$ cat config.mk
export PLATFORM = sky130hd
export DESIGN_NAME = router_dest_rx
export DESIGN_NICKNAME = d
export VERILOG_FILES = /design/src/rtl/router_pkg.sv /design/src/rtl/router_rx_parity.sv /design/src/rtl/router_dest_rx.sv
export SDC_FILE = /design/constraint.sdc
export NUM_CORES = 1
export LEC_CHECK = 0
export CORE_ASPECT_RATIO = 0.7
export CORE_MARGIN = 1.5
export CORE_UTILIZATION = 55
export DETAILED_ROUTE_END_ITERATION = 7
export HOLD_SLACK_MARGIN = 0.1
export PLACE_DENSITY_LB_ADDON = 0.05
export SLEW_MARGIN = 30
export SYNTH_ARGS = -nofsm -noshare
export SYNTH_HDL_FRONTEND = slang
export SYNTH_HIERARCHICAL = 1
export SYNTH_SLANG_ARGS = --single-unit
$ cat constraint.sdc
create_clock -name clk -period 3.5 [get_ports clk]
set_input_delay 0.7 -clock clk [delete_from_list [all_inputs] [get_ports clk]]
set_output_delay 0.7 -clock clk [all_outputs]
set_load 0.05 [all_outputs]
$ cat src/rtl/router_pkg.sv
// Shared router constants and the destination-receiver FSM state type.
package router_pkg;

  localparam int DATA_W   = 8;
  localparam int LEN_W    = 6;
  localparam int ADDR_W   = 2;
  localparam int MAX_WAIT = 29;
  localparam int WAIT_W   = 5;
  // Wide enough for the largest packet: 63 payload bytes + header + parity.
  localparam int CNT_W    = 7;

  typedef enum logic [1:0] {
    RX_IDLE = 2'd0,
    RX_WAIT = 2'd1,
    RX_READ = 2'd2,
    RX_DONE = 2'd3
  } rx_state_t;

  function automatic logic [WAIT_W-1:0] clamp_wait(input logic [WAIT_W-1:0] dly);
    return (dly > WAIT_W'(MAX_WAIT)) ? WAIT_W'(MAX_WAIT) : dly;
  endfunction

endpackage

$ cat src/rtl/router_rx_parity.sv
// Running XOR accumulator over received packet bytes.
// Only present when ROUTER_RX_PARITY_CHK_EN is defined.
`ifdef ROUTER_RX_PARITY_CHK_EN
module router_rx_parity
  import router_pkg::*;
(
  input  logic              clk,
  input  logic              reset,
  input  logic              clear,
  input  logic              enable,
  input  logic [DATA_W-1:0] data_in,
  output logic [DATA_W-1:0] parity
);

  always_ff @(posedge clk) begin
    if (reset || clear) begin
      parity <= '0;
    end else if (enable) begin
      parity <= parity ^ data_in;
    end
  end

endmodule
`endif

$ cat src/rtl/router_dest_rx.sv
// Router output-port receiver: waits start_dly, drains one packet from the FIFO, splits header/payload/parity.
// Parity checking is compiled in only when ROUTER_RX_PARITY_CHK_EN is defined.
module router_dest_rx
  import router_pkg::*;
(
  input  logic              clk,
  input  logic              reset,
  input  logic              vld_out,
  input  logic [DATA_W-1:0] data_out,
  input  logic              soft_reset,
  input  logic [4:0]        start_dly,
  output logic              read_enb,
  output logic [DATA_W-1:0] pyld_data,
  output logic              pyld_vld,
  output logic [ADDR_W-1:0] pkt_addr,
  output logic [LEN_W-1:0]  pkt_len,
  output logic              pkt_done,
  output logic              parity_err,
  output logic              pkt_abort,
  output logic [1:0]        state_dbg
);

  // Handshake: read_enb is only raised while vld_out=1; the FIFO presents the
  // read byte on data_out in the following cycle, which is the capture cycle.

  rx_state_t         state_q, state_d;
  logic [WAIT_W-1:0] wait_q, wait_d;
  logic [CNT_W-1:0]  rd_cnt_q, cap_cnt_q, total_q;
  logic              hdr_seen_q, cap_pend_q;
  logic              capture, is_hdr, is_parity, is_pyld, aborting;

  assign capture   = (state_q == RX_READ) && cap_pend_q && !soft_reset;
  assign is_hdr    = (cap_cnt_q == '0);
  assign is_parity = hdr_seen_q && (cap_cnt_q == total_q - 7'd1);
  assign is_pyld   = !is_hdr && !is_parity;

  always_comb begin
    state_d  = state_q;
    wait_d   = wait_q;
    read_enb = 1'b0;
    aborting = 1'b0;
    case (state_q)
      RX_IDLE: begin
        if (vld_out) begin
          state_d = RX_WAIT;
          wait_d  = clamp_wait(start_dly);
        end
      end
      RX_WAIT: begin
        if (soft_reset) begin
          state_d  = RX_IDLE;
          aborting = 1'b1;
        end else if (wait_q == '0) begin
          state_d = RX_READ;
        end else begin
          wait_d = wait_q - 5'd1;
        end
      end
      RX_READ: begin
        if (soft_reset) begin
          state_d  = RX_IDLE;
          aborting = 1'b1;
        end else begin
          // Until the header is seen the packet length is unknown, so keep reading.
          read_enb = vld_out && (!hdr_seen_q || (rd_cnt_q < total_q));
          if (capture && is_parity) state_d = RX_DONE;
        end
      end
      RX_DONE: begin
        if (vld_out) begin
          state_d = RX_WAIT;
          wait_d  = clamp_wait(start_dly);
        end else begin
          state_d = RX_IDLE;
        end
      end
      default: state_d = RX_IDLE;
    endcase
  end

  always_ff @(posedge clk) begin
    if (reset) begin
      state_q    <= RX_IDLE;
      wait_q     <= '0;
      rd_cnt_q   <= '0;
      cap_cnt_q  <= '0;
      total_q    <= '0;
      hdr_seen_q <= 1'b0;
      cap_pend_q <= 1'b0;
      pkt_abort  <= 1'b0;
      pyld_vld   <= 1'b0;
      pyld_data  <= '0;
      pkt_addr   <= '0;
      pkt_len    <= '0;
    end else begin
      state_q    <= state_d;
      wait_q     <= wait_d;
      cap_pend_q <= read_enb;
      pkt_abort  <= aborting;
      pyld_vld   <= capture && is_pyld;
      if (capture && is_pyld) pyld_data <= data_out;
      if (state_q != RX_READ) begin
        rd_cnt_q   <= '0;
        cap_cnt_q  <= '0;
        total_q    <= '0;
        hdr_seen_q <= 1'b0;
      end else begin
        if (read_enb) rd_cnt_q <= rd_cnt_q + 7'd1;
        if (capture) begin
          cap_cnt_q <= cap_cnt_q + 7'd1;
          if (is_hdr) begin
            hdr_seen_q <= 1'b1;
            total_q    <= {1'b0, data_out[7:2]} + 7'd2;
            pkt_addr   <= data_out[1:0];
            pkt_len    <= data_out[7:2];
          end
        end
      end
    end
  end

  assign pkt_done  = (state_q == RX_DONE);
  assign state_dbg = state_q;

`ifdef ROUTER_RX_PARITY_CHK_EN
  logic [DATA_W-1:0] par_acc;
  logic              par_bad_q;

  router_rx_parity u_parity (
    .clk     (clk),
    .reset   (reset),
    .clear   (state_q != RX_READ),
    .enable  (capture && !is_parity),
    .data_in (data_out),
    .parity  (par_acc)
  );

  always_ff @(posedge clk) begin
    if (reset) begin
      par_bad_q <= 1'b0;
    end else if (capture && is_parity) begin
      par_bad_q <= (par_acc != data_out);
    end
  end

  assign parity_err = pkt_done && par_bad_q;
`else
  assign parity_err = 1'b0;
`endif

endmodule

==> summary.md <==
| Metric | Value |
|---|---|
| FILL cells | `400` |
| Critical path type | `in2out` |
| Total power draw | `1.383 mW` |
| Die H | `61.35 um` |
| Clock-pin slew on the worst setup and hold paths | `80 ps` |
| Worst-margin pin slew | `758.6 ps` |
| Hold_buf cts | `0` |
| Register-to-register setup slack | `1020 ps` |
| Remaining DRCs | `0` |
| Die Wd | `86.36 um` |
| CTS tree | `built` |
| Post-CTS Setup Bufs | `0` |
| Clk pwr share | `23.5%` |
| FF-to-FF End | `rd_cnt_q[5]` |
| # H-tree levels | `2` |
| Crit. End Element | `primary output` |
| P_sw | `0.4779 mW` |
| Cts bufs inserted | `5` |
| Sequential area share after synthesis | `35.92%` |
| Worst hold endpoint | `pkt_len[0]` |
| Synth Area per Inst | `8.465 um2` |
| Commonest non-fill, non-tap cell in the layout | `dfxtp_1` |
| Routability cong. | `0.8410` |
| Clock Skew | `8.175 ps` |
| Via count | `2295` |
| Most frequent cells in the layout | `dfxtp_1 (48), clkdlybuf4s50_1 (37), nor2_1 (30)` |
| Part of the power in combinational logic | `32.8%` |
| Resize count post-CTS | `0` |
| Placed cells | `402` |
| Vias in the first global route | `2069` |
| Pin count of the biggest net entering global routing | `30` |
| Design internal power | `0.9056 mW` |
| Hold Path Stages | `2` |
| Routed WL per cell | `14.55 um` |
| Sequential share of power | `43.8%` |
| FMAX | `318.8 MHz` |
| Ant. Diodes | `0` |
| Maximum fanout along the worst path | `4` |
| Area occupied by multi-input gates | `1590 um2` |
| IO Pins | `40` |
| Final non-filler cell total | `409` |
| Slew Viols, Final | `0` |
| Setup TNS | `0 ps` |
| Die area | `5298 um2` |
| Core area | `4730 um2` |
| Area delta synth->final | `19.32%` |
| Yosys reg bits | `48` |
| Post-Syn Nets | `351` |
| Overflow left after global routing | `0` |
| DPL Wire Length | `4.380 mm` |
| Setup violators final | `0` |
| Crit path DAT | `2440 ps` |
| Worst-Skew Late Latency | `310 ps` |
| Final period demand of the worst path | `3137 ps` |
| Max Cap Violations | `0` |
| Slew HR | `49.43%` |
| CTS root buffer | `clkbuf_8` |
| Starting Density | `56.56%` |
| Fraction of layout cells with a size suffix above 1 | `6.250%` |
| Number of distinct library cells after synthesis | `51` |
| Status | `finished, final reports clean` |
| Switching Share | `34.54%` |
| Routed Antenna Nets | `0` |
| Leak | `1.198 nW` |
| FFs w/ async S/R, synth | `0%` |
| Final Hold Violating Endpoints | `0` |
| CTS max path bufs | `2` |
| RSZ-0062 raised after global routing | `no` |
| Initial antenna violation count | `0` |
| First-pass GRT wire length | `9.867 mm` |
| Data required, critical path | `2800 ps` |
| IO Port Bufs | `38` |
| Post-synth EDFFs | `0` |
| Gate Count Post-Synth | `316` |
| Detailed Route WL | `5.952 mm` |
| HP Start | `pkt_len[0]` |
| First-pass iteration count of the detailed router | `5` |
| Gr usage total | `24.24%` |
| Worst Reg-to-Reg Cells | `8` |
| Main synth FF type | `dfxtp_1` |
| Clock tree sinks | `48` |
| Worst Hold Class | `reg2reg` |
| Tcrit/Tclk final | `89.63%` |
| P per Cell Area | `433.4 nW/um2` |
| CP startpoint kind | `primary input` |
| DR iter-0 viols | `105` |
| Mapped Area | `2675 um2` |
| VDD IR max | `0.1951 mV` |
| Sequential cell area | `960.9 um2` |
| # rows | `21` |
| Synth warn | `6` |
| Drt via density | `5.611` |
| Origin of the critical flop-to-flop path | `total_q[4]` |
| Layout net count | `387` |
## worst max-delay path: stages
cell and delay [ps]:
clkdlybuf4s50_1 480, nor2b_1 180, nand2_1 70, a2111oi_0 530, o21ai_1 180, nand2_1 150
buf_12 150
## flip-flops by register name (all words and copies together), names as in the netlist
| signal | flops |
|---|---|
| wait_q | 5 |
| pkt_len | 6 |
| pyld_data | 8 |
| cap_pend_q | 1 |
| rd_cnt_q | 7 |
| pyld_vld | 1 |
| state_dbg | 2 |
| cap_cnt_q | 7 |
| pkt_addr | 2 |
| hdr_seen_q | 1 |
| pkt_abort | 1 |
| total_q | 7 |
## cell families (layout without fill, tap and decap cells)
group                    after synthesis  count (layout)  synth area share [%]
adder cells (fa/ha/maj)               18              18                 8.419
flip-flops                            48              48                 35.92
buffers and inverters                 30              66                 4.631
XOR/XNOR                              18              18                 6.408
AND/OR/NAND/NOR                      113             113                 21.61
AO/OA/AOI/OAI                         76              76                 18.38
multiplexers                          12              12                 4.490
other                                  1               1                0.1402
## synth_stat cells, types with 8 or more instances
cell type / number / area, um2
nor2_1: 30 / 112.6
nand3_1: 20 / 100.1
mux2i_1: 12 / 120.1
a21oi_1: 27 / 135.1
o21ai_0: 13 / 65.06
nand2_1: 23 / 86.33
xnor2_1: 12 / 105.1
nand2b_1: 8 / 50.05
ha_1: 18 / 225.2
dfxtp_1: 48 / 960.9
clkbuf_1: 11 / 41.29
nor3_1: 8 / 40.04
inv_1: 16 / 60.06
## power by group through the flow
stage          combinational (mW)  sequential [mW]  clock [mW]
3_5_place_dp                0.445            0.618           0
4_1_cts                     0.451            0.605       0.330
5_1_grt                     0.505            0.611       0.355
3_3_place_gp                0.445            0.617           0
6_report                    0.453            0.606       0.324
2_1_floorplan               0.299            0.650           0
## routing by layer
metal / track usage (%) / vias up / share of wire [%]
met1: 33.91 / 1079 / 52
met2: 38.06 / 37 / 43
met5: 0 / - / 0
met4: 7.604 / 0 / 0.92
li1: - / 1174 / -
met3: 5.228 / 5 / 3.6
## cell type report
| type | instances | share of cell area [%] |
|---|---|---|
| Sequential cell | 48 | 30.11 |
| Clock buffer | 5 | 2.156 |
| Tap cell | 57 | 2.234 |
| Timing Repair Buffer | 43 | 13.41 |
| Clock inverter | 2 | 0.3920 |
| Inverter | 16 | 1.882 |
| Multi-Input combinational cell | 238 | 49.82 |
## stage by stage
stage               cell area, um2  hold slack, ps  setup WS, ps  utilization (%)
floorplan                     2675           435.4         291.2                -
global placement              3110           444.7         475.4            65.77
detailed placement            3110           463.4         410.9            65.77
CTS                           3192           477.6         411.0            67.49
global route                  3192           491.4         121.8            67.49
finish                        3192           473.0         363.0            67.49
## worst max-delay path by stage
stage,from,to,slack [ps],depth (start not counted)
6_report,soft_reset,read_enb,360,7
2_1_floorplan,state_dbg[1],read_enb,290,7
5_1_grt,soft_reset,read_enb,120,7
4_1_cts,soft_reset,read_enb,410,7
3_5_place_dp,soft_reset,read_enb,410,7
3_3_place_gp,soft_reset,read_enb,480,7
Power figures use the tool's default switching activity.
